--- config.mk ---
export PLATFORM = sky130hd
export DESIGN_NAME = rotary_level
export DESIGN_NICKNAME = d
export VERILOG_FILES = /design/src/rtl/rgb_mixer_pkg.sv /design/src/rtl/debounce.sv /design/src/rtl/rotary_level.sv
export SDC_FILE = /design/constraint.sdc
export NUM_CORES = 1
export LEC_CHECK = 0
export CAP_MARGIN = 20
export CORE_AREA = 2 2 62 47
export CTS_BUF_LIST = sky130_fd_sc_hd__clkbuf_16
export DETAILED_ROUTE_END_ITERATION = 10
export DIE_AREA = 0 0 64 49
export PLACE_DENSITY = 0.71
export SYNTH_ARGS = -nofsm -noshare
export SYNTH_HDL_FRONTEND = slang
export SYNTH_HIERARCHICAL = 1
export SYNTH_SLANG_ARGS = --single-unit
--- constraint.sdc ---
create_clock -name clk -period 1.9 [get_ports clk]
set_clock_uncertainty 0.1 [all_clocks]
set_input_delay 0.475 -clock clk [delete_from_list [all_inputs] [get_ports clk]]
set_output_delay 0.475 -clock clk [all_outputs]
set_load 0.05 [all_outputs]
--- src/rtl/rgb_mixer_pkg.sv ---
// Shared definitions for the RGB mixer: level width, debounce default and decode direction.
package rgb_mixer_pkg;

  localparam int unsigned LEVEL_WIDTH             = 8;
  localparam int unsigned DEFAULT_DEBOUNCE_CYCLES = 4;

  typedef enum logic [1:0] {
    DIR_NONE,
    DIR_UP,
    DIR_DOWN
  } dir_e;

endpackage

--- src/rtl/debounce.sv ---
// Two-flop synchroniser followed by a stability counter for one raw mechanical input.
module debounce
  import rgb_mixer_pkg::*;
#(
  parameter int unsigned DEBOUNCE_CYCLES = DEFAULT_DEBOUNCE_CYCLES
) (
  input  logic clk,
  input  logic reset,
  input  logic raw,
  output logic stable
);

  localparam int unsigned CNT_W = (DEBOUNCE_CYCLES > 2) ? $clog2(DEBOUNCE_CYCLES) : 1;
  localparam logic [CNT_W-1:0] CNT_LAST = CNT_W'(DEBOUNCE_CYCLES - 1);

  logic             sync1;
  logic             sync2;
  logic [CNT_W-1:0] cnt;

  // The count restarts whenever the synced input agrees with the accepted value again.
  always_ff @(posedge clk) begin
    if (reset) begin
      sync1  <= 1'b0;
      sync2  <= 1'b0;
      stable <= 1'b0;
      cnt    <= '0;
    end else begin
      sync1 <= raw;
      sync2 <= sync1;
      if (sync2 == stable) begin
        cnt <= '0;
      end else if (cnt == CNT_LAST) begin
        stable <= sync2;
        cnt    <= '0;
      end else begin
        cnt <= cnt + CNT_W'(1);
      end
    end
  end

endmodule

--- src/rtl/rotary_level.sv ---
// Quadrature rotary encoder to N-bit brightness level: debounce, x1 decode, saturating/wrapping step.
module rotary_level
  import rgb_mixer_pkg::*;
#(
  parameter int unsigned     WIDTH           = LEVEL_WIDTH,
  parameter int unsigned     DEBOUNCE_CYCLES = DEFAULT_DEBOUNCE_CYCLES,
  parameter int unsigned     STEP            = 1,
  parameter bit              SATURATE        = 1'b1,
  parameter logic [WIDTH-1:0] RESET_LEVEL    = '0
) (
  input  logic             clk,
  input  logic             reset,
  input  logic             enc_a,
  input  logic             enc_b,
  output logic [WIDTH-1:0] level,
  output logic             step_up,
  output logic             step_down
);

  localparam logic [WIDTH:0] STEP_EXT = (WIDTH + 1)'(STEP);

  logic           deb_a;
  logic           deb_b;
  logic           prev_a;
  logic           prev_b;
  dir_e           dir_c;
  logic [WIDTH:0] sum_c;
  logic [WIDTH:0] diff_c;
  logic [WIDTH-1:0] level_up_c;
  logic [WIDTH-1:0] level_dn_c;

  debounce #(.DEBOUNCE_CYCLES(DEBOUNCE_CYCLES)) u_deb_a (
    .clk    (clk),
    .reset  (reset),
    .raw    (enc_a),
    .stable (deb_a)
  );

  debounce #(.DEBOUNCE_CYCLES(DEBOUNCE_CYCLES)) u_deb_b (
    .clk    (clk),
    .reset  (reset),
    .raw    (enc_b),
    .stable (deb_b)
  );

  // x1 decode on a rising A with B steady; B level selects the direction.
  always_comb begin
    dir_c = DIR_NONE;
    if (!prev_a && deb_a && (deb_b == prev_b)) begin
      dir_c = deb_b ? DIR_DOWN : DIR_UP;
    end
  end

  // Arithmetic in WIDTH+1 bits so the top bit flags overflow or underflow.
  always_comb begin
    sum_c      = {1'b0, level} + STEP_EXT;
    diff_c     = {1'b0, level} - STEP_EXT;
    level_up_c = (SATURATE && sum_c[WIDTH])  ? '1 : sum_c[WIDTH-1:0];
    level_dn_c = (SATURATE && diff_c[WIDTH]) ? '0 : diff_c[WIDTH-1:0];
  end

  always_ff @(posedge clk) begin
    if (reset) begin
      prev_a    <= 1'b0;
      prev_b    <= 1'b0;
      level     <= RESET_LEVEL;
      step_up   <= 1'b0;
      step_down <= 1'b0;
    end else begin
      prev_a    <= deb_a;
      prev_b    <= deb_b;
      step_up   <= (dir_c == DIR_UP);
      step_down <= (dir_c == DIR_DOWN);
      case (dir_c)
        DIR_UP:   level <= level_up_c;
        DIR_DOWN: level <= level_dn_c;
        default:  level <= level;
      endcase
    end
  end

endmodule

# [Word-level counts from Yosys, hierarchy flattened]
# Index checks and enable logic that the tools add are counted.
[classes] addsub=4 multipliers=0 div=0 n_lt_le_gt_ge=0 n_eq_ne=7 shifts=0 n_mux=5 bitwise_logic=2 reduce_logical=8
[ops] op="2-to-1 mux 8 bit" n=2
[ops] op="one-hot mux 8 bit (2 select lines)" n=1
[ops] op="adder 8 x 1 -> 9 bit (second input constant)" n=1
[ops] op="subtractor 8 x 1 -> 9 bit (second input constant)" n=1
[ops] op="== test 2 bit (second input constant)" n=3
[ops] op="OR reduction 3 bit" n=2
[ops] op="adder 2 x 1 -> 2 bit (second input constant)" n=2
[ops] op="2-to-1 mux 2 bit" n=2
[ops] op="AND reduction 2 bit" n=2
[ops] op="== test 1 bit" n=3
[ops] op="== test 2 x 1 -> 1 bit (second input constant)" n=1
[ops] op="logical AND 1 bit" n=2
[ops] op="NOT 1 bit" n=2
[ops] op="nonzero test 2 bit" n=1
[ops] op="zero test 1 bit" n=1
[word_totals] reg_bits=22 latch_bits=0 ramBits=0 mem_bits_ro=0 in_bits=4 memories=0

# [Longest topological paths before layout]
# Gate-level depths: netlist (run 1).
[logic_depth] word_depth=6 depth_mapped=7 ltp_nobuf=6

# [Modules after synthesis]
# Netlist (run 1), hierarchy kept.
[by_module_without_submodules] mod="rotary_level" n_inst=1 cells_each=105 area_each_um2=823.3 seq_area_each_um2=240.2
[by_module_without_submodules] mod="debounce" n_inst=2 cells_each=13 area_each_um2=168.9 seq_area_each_um2=100.1

# [Least setup slack after synthesis (run 1)]
# No wires, ideal clock.
[synth_path] path_kind="register -> register" start="register level[0]" end="register level[3]" t_arrival_ns=2.044 required_ns=1.678 slack_ns=-0.366 path_stages_with_launch=8 path_buffers=1 period_less_slack_ns=2.266 cell_sequence="dfxtp_1 > buf_4 > inv_1 > ha_1 > or4b_4 > o21bai_1 > a211oi_1 > a311o_1"
[synth_between] elab_chain_len=3 elab_cells_between_ends=5 cone_classes="add/sub (2); mux (3)"
[synth_lines] element="start: declaration" line="rotary_level.sv:15" text="output logic [WIDTH-1:0] level,"
[synth_lines] element="start signal: assignment" line="rotary_level.sv:75" text="DIR_UP: level <= level_up_c;"
[synth_lines] element="start signal: assignment" line="rotary_level.sv:76" text="DIR_DOWN: level <= level_dn_c;"
[synth_lines] element="start signal: assignment" line="rotary_level.sv:77" text="default: level <= level;"
[synth_lines] element="subtractor 8 x 1 -> 9 bit / adder 8 x 1 -> 9 bit (equally long branches)" line="rotary_level.sv:57, rotary_level.sv:56"
[synth_lines] element="2-to-1 mux 8 bit, on equally long branches" line="rotary_level.sv:59, rotary_level.sv:58"
[synth_lines] element="one-hot mux 8 bit (2 select lines) *" line="rotary_level.sv:74" text="case (dir_c)"
# Mark *: on every way between the ends. The rest lies on a longest branch, timed or not.
# A chain may end at the register's enable or synchronous reset.

# [Final worst setup path (run 1)]
# Ends and elaborated chain as after synthesis.

==> impl_metrics.tcl, run 1 <==
set metrics [dict create \
    status "finished, final reports clean" \
    synthFlopType "dfxtp_1" \
    clk_latency_ns 0.26 \
    place.gp.congestion 0.977 \
    synth.distinct_cells 46 \
    synth_largest_area_cell "dfxtp_1" \
    synthTopCellsByArea "dfxtp_1 38%, ha_1 4.3%, nor2_1 4.2%, a31oi_1 3.2%, nor2b_1 2.7%" \
    first_global_vias 1008 \
    ys_async_sr_fraction 0 \
    cts_buffers 3 \
    wl_um 2810 \
    netlist_instances 131 \
    layout_commonest_cell "buf_4" \
    start_util 0.450 \
    p_seq_frac 0.431 \
    timing.fmax_mhz 540 \
    hp-class "reg -> reg" \
    ys_ff_latch 22 \
    pin_count 14 \
    drtPass1Iterations 4 \
    drt_iter0_markers 134 \
    worst_pin_slew_ns 0.313 \
    cts_resized 0 \
    die_w_um 64 \
    internal-power_uw 895 \
    htreeDepth 1 \
    dr_total_vias 1082 \
    area_growth_pct 35.7 \
    grt_pass1_wl_um 4810 \
    rsz0062_at_grt "no" \
    n_fill_cell 213 \
    ant_nets 0 \
    clkTransAtPathRegs_ns 0.06 \
    synth_area_um2 1160 \
    clkPwrFrac 0.546 \
    design_area_um2 1580 \
    vias_per_cell 5.76 \
    placed_cell_area_um2 1470 \
    cts_tree "built" \
    ys.warnings.count 6 \
    cts.path.max_buffers 2 \
    swShare 0.172 \
    grt_max_degree 14 \
    p_per_area_nw_per_um2 686 \
    hold_violations 0 \
    avgSynthCellArea_um2 8.86 \
    ys_seq_area_frac 0.379 \
    critPathLaunchType "register" \
    post_cts_buffers 0 \
    drc 0 \
    grt_use_total 0.197 \
    critPathRequiredTime_ns 1.94 \
    antenna_cells 0 \
    synth_top_area_share 0.379 \
    relSlewSlack 0.790 \
    port-buffer-count 13 \
    leakagePower_uw 0.000587 \
    worstSetupPathType "reg -> reg" \
    post-route-period-util 0.974 \
    syn-num-nets 139 \
    grt.overflow.total 0 \
    critPathArrivalTime_ns 1.89 \
    hold_buffers 0 \
    wire_per_inst_um 14.9 \
    core-area_um2 2580 \
    r2r_setup_slack_ns 0.05 \
    cap_violations 0 \
    finish.utilization 0.610 \
    critPathMaxFanout 12 \
    final_cell_mix "19 x buf_4, 17 x dfxtp_1, 13 x nor2_1" \
    period_needed_ns 1.85 \
    clock-root-buffer "clkbuf_16" \
    irDropWorstVdd_v 0.000547 \
    die_h_um 49 \
    placement_rows 16 \
    finalSetupViolCount 0 \
    antenna_found_initial 0 \
    end_kind "register" \
    clock-sinks 22 \
    nets 161 \
    die_area_um2 3140 \
    slew_violations 0 \
    power_switching_uw 186 \
    drive_gt1_frac 0.296 \
    synth_edf_count 0 \
    power_frac_comb 0.023 \
    place.detailed.hpwl_um 2110 \
]
-- per-stage QoR --
stage | instances | setup slack, ns | total power [µW] | TNS [ns] | hold slack [ns]
after floorplan | 131 | -0.000443 | 486 | -0.000443 | 0.304
after global routing | 188 | 0.0184 | 1120 | 0 | 0.356
after CTS | 188 | 0.0632 | 1090 | 0 | 0.331
final | 188 | 0.0490 | 1080 | 0 | 0.329
after detailed placement | 184 | 0.0717 | 501 | 0 | 0.323
after global placement | 184 | 0.132 | 500 | 0 | 0.314
-- cell type report --
cell class	instances	area, µm²	area share
Tap cell	36	45.0	0.0286
Timing Repair Buffer	27	273	0.173
Sequential cell	22	452	0.287
Clock buffer	3	75.1	0.0477
Multi-Input combinational cell	95	686	0.435
Clock inverter	1	30.0	0.0191
Inverter	4	15.0	0.00953
-- power by group through the flow --
stage | combinational [µW] | sequential, µW | clock [µW]
global route | 27.2 | 466 | 622
detailed placement | 24.8 | 476 | 0
global placement | 24.0 | 476 | 0
finish | 24.7 | 466 | 591
floorplan | 10.1 | 476 | 0
CTS | 25.0 | 466 | 599
-- sequential cells by signal, summed over array words and instances, names as in the netlist --
| signal | flops |
|---|---|
| u_deb_b/sync1 | 1 |
| u_deb_a/sync1 | 1 |
| u_deb_a/sync2 | 1 |
| step_up | 1 |
| step_down | 1 |
| level | 8 |
| u_deb_b/sync2 | 1 |
| prev_b | 1 |
| u_deb_b/cnt | 2 |
| u_deb_a/stable | 1 |
| prev_a | 1 |
| u_deb_a/cnt | 2 |
| u_deb_b/stable | 1 |
-- critical path, cell delays in order (launching register included) --
cell	delay (ns)
dfxtp_4	0.38
inv_2	0.07
ha_4	0.14
or4b_4	0.50
o21bai_4	0.21
a211oi_2	0.05
a311o_1	0.28
-- final timing paths --
kind | startpoint | endpoint | depth (start not counted)
setup / recovery | level[0]$_SDFFE_PP0P_ | level[3]$_SDFFE_PP0P_ | 6
hold / removal | u_deb_b/cnt[0]$_SDFF_PP0_ | u_deb_b/cnt[0]$_SDFF_PP0_ | 1
setup reg to reg | level[0]$_SDFFE_PP0P_ | level[3]$_SDFFE_PP0P_ | 6
hold reg to reg | u_deb_b/cnt[0]$_SDFF_PP0_ | u_deb_b/cnt[0]$_SDFF_PP0_ | 1
-- logic make-up (layout without fill, tap and decap cells) --
family,after synthesis,count (layout),synth area share
xor gates and xnor gates,4,4,0.0302
muxes,2,2,0.0172
adders and majority gates,4,4,0.0431
buffers and inverters,14,35,0.0550
DFF,22,22,0.379
AOI/OAI and AO/OA,31,31,0.188
and+or+nand+nor,54,54,0.288
-- routing by layer --
| metal | vias up | global-route usage | routed length, µm |
|---|---|---|---|
| li1 | 531 | - | - |
| met1 | 494 | 0.267 | 1210 |
| met2 | 52 | 0.307 | 1320 |
| met3 | 5 | 0.0531 | 235 |
| met4 | 0 | 0.0580 | 41 |
| met5 | - | 0 | 0 |
-- Yosys cell counts (all sizes together) (2+ instances only) --
master	number
o21bai	2
a21oi	5
dfxtp	22
nand4	2
nand2b	2
nor2	13
nor4b	2
or3	5
mux2i	2
nor3	3
xnor2	3
or4b	2
clkbuf	8
nor2b	5
nand2	3
o21ai	4
nor4	3
ha	4
nand3	5
inv	4
a31oi	6
a211oi	2
buf	2
and3	3
Power figures use the tool's default switching activity.
==> run 2, diff against run 1 <==
--- a/config.mk
+++ b/config.mk
@@ -5,12 +5,14 @@
 export SDC_FILE = /design/constraint.sdc
 export NUM_CORES = 1
 export LEC_CHECK = 0
-export CAP_MARGIN = 20
+export CAP_MARGIN = 10
 export CORE_AREA = 2 2 62 47
 export CTS_BUF_LIST = sky130_fd_sc_hd__clkbuf_16
 export DETAILED_ROUTE_END_ITERATION = 10
 export DIE_AREA = 0 0 64 49
+export MAX_ROUTING_LAYER = met4
 export PLACE_DENSITY = 0.71
+export RECOVER_POWER = 25
 export SYNTH_ARGS = -nofsm -noshare
 export SYNTH_HDL_FRONTEND = slang
 export SYNTH_HIERARCHICAL = 1
==> run 2 against run 1 <==
  * Sequential share of layout area up 0.56 points
  * Power fell by 13%
  * First-iteration DRC count fell by 59%
  * Clock power is 24% lower
  * Routed wire length increased by 4.3%
  * Maximum frequency is essentially flat
  * Clock-buffer cell count stayed put
  * Die area is the same
  * Critical path type unchanged
  * Largest cell class unchanged
  * Largest power group is now registers
==> impl_metrics.tcl, run 2 (synthesis results as in run 1) <==
set metrics [dict create \
    cts_buffers 3 \
    power_switching_uw 182 \
    placement_rows 16 \
    status "finished, final reports clean" \
    drtPass1Iterations 4 \
    design_area_um2 1550 \
    reg.largest.list "level: 8 flops, u_deb_a/cnt: 2 flops, u_deb_b/cnt: 2 flops" \
    nets 161 \
    start_util 0.450 \
    slew_violations 0 \
    die_area_um2 3140 \
    htreeDepth 1 \
    post-route-period-util 0.974 \
    drive_gt1_frac 0.283 \
    grt.overflow.total 0 \
    drc 0 \
    antenna_found_initial 0 \
    area_growth_pct 33.1 \
    cts.path.max_buffers 2 \
    wl_um 2930 \
    worstSetupPathType "reg -> reg" \
    cts_resized 0 \
    clkPwrFrac 0.478 \
    n_fill_cell 218 \
    irDropWorstVdd_v 0.000613 \
    port-buffer-count 13 \
    place.detailed.hpwl_um 2130 \
    hp-class "reg -> reg" \
    swShare 0.194 \
    first_global_vias 1002 \
    cap_violations 0 \
    clock-sinks 22 \
    hold_buffers 0 \
    crit_buf_inv 1 \
    period_needed_ns 1.85 \
    wire_per_inst_um 15.6 \
    critPathArrivalTime_ns 1.89 \
    clkTransAtPathRegs_ns 0.06 \
    worst_pin_slew_ns 0.368 \
    clk_latency_ns 0.26 \
    vias_per_cell 5.88 \
    power_frac_comb 0.025 \
    clock-root-buffer "clkbuf_16" \
    layout_commonest_cell "buf_4" \
    place.gp.congestion 0.939 \
    antenna_cells 0 \
    end_kind "register" \
    grt_max_degree 14 \
    finalSetupViolCount 0 \
    internal-power_uw 756 \
    multi_input_area_um2 686 \
    grt_pass1_wl_um 4870 \
    largest_register_ffs 8 \
    dr_total_vias 1105 \
    regArea_um2 452 \
    rsz0062_at_grt "no" \
    crit_family "compound AO/OA/AOI/OAI gates" \
    finalNonFillerCells 188 \
    critPathRequiredTime_ns 1.94 \
    hold_violations 0 \
    drt_iter0_markers 55 \
    core-area_um2 2580 \
    relSlewSlack 0.754 \
    crit_path_cell_trace "inv_2, ha_4, or4b_4, o21bai_4, a211oi_2, a311o_1" \
    cpPeakStageDelay_ns 0.50 \
    pin_count 14 \
    leakagePower_uw 0.000571 \
    dp.cells 183 \
    final_cell_mix "18 x buf_4, 17 x dfxtp_1, 13 x nor2_1" \
    ant_nets 0 \
    cp_slowest_cell "or4b_4" \
    grt_use_total 0.208 \
    critPathLaunchType "register" \
    cts_tree "built" \
    p_seq_frac 0.497 \
    timing.fmax_mhz 541 \
    placed_cell_area_um2 1460 \
    critPathMaxFanout 6 \
    largest-register "level" \
    p_per_area_nw_per_um2 607 \
    die_h_um 49 \
    die_w_um 64 \
]
## run 2: cell types whose count changed in the layout (fill, tap and decap cells not counted)
cell	before	now
dlygate4sd3_1	0	1
clkinv_1	0	1
bufinv_16	1	0
buf_4	19	18
clkdlybuf4s50_1	3	2
clkbuf_1	0	1
## run 2: per-stage QoR
stage / setup TNS, ns / hold WS, ns / util / power, µW / setup slack, ns
5_1_grt: 0 / 0.354 / 0.598 / 975 / 0.00641
2_1_floorplan: -0.000443 / 0.304 / - / 486 / -0.000443
3_3_place_gp: 0 / 0.315 / 0.566 / 500 / 0.133
6_report: 0 / 0.323 / 0.598 / 938 / 0.0499
3_5_place_dp: 0 / 0.322 / 0.566 / 501 / 0.0928
4_1_cts: 0 / 0.330 / 0.597 / 946 / 0.0631
## run 2: area by class of cell
class	count	area share
multi-input cells	95	0.444
flip-flops and latches	22	0.292
repair buffers	27	0.174
clock buffers	3	0.0486
well taps	36	0.0291
inverters	4	0.00972
clock inverters	1	0.00243
## run 2: power by group through the flow
stage | Combinational [µW] | Clock (µW) | Sequential (µW)
finish | 23.8 | 448 | 466
global route | 26.3 | 483 | 466
global placement | 23.9 | 0 | 476
detailed placement | 25.0 | 0 | 476
CTS | 25.2 | 455 | 466
floorplan | 10.1 | 0 | 476
## run 2: final timing paths
check / start / end / slack (ns) / depth (start not counted)
max reg2reg: level[0]$_SDFFE_PP0P_ / level[3]$_SDFFE_PP0P_ / 0.05 / 6
max: level[0]$_SDFFE_PP0P_ / level[3]$_SDFFE_PP0P_ / 0.05 / 6
min reg2reg: u_deb_b/sync1$_SDFF_PP0_ / u_deb_b/sync2$_SDFF_PP0_ / 0.32 / 1
min: u_deb_b/sync1$_SDFF_PP0_ / u_deb_b/sync2$_SDFF_PP0_ / 0.32 / 1
## run 2: what timing repair did
action	CTS	global route
hold endpoints to repair	0	0
buffers inserted	0	1
endpoints found under the setup margin	0	1
## run 2: per-layer routing
layer | track usage | part of all wire
met1 | 0.270 | 0.43
met2 | 0.313 | 0.46
met3 | 0.0577 | 0.091
met4 | 0.0688 | 0.018
met5 | - | 0
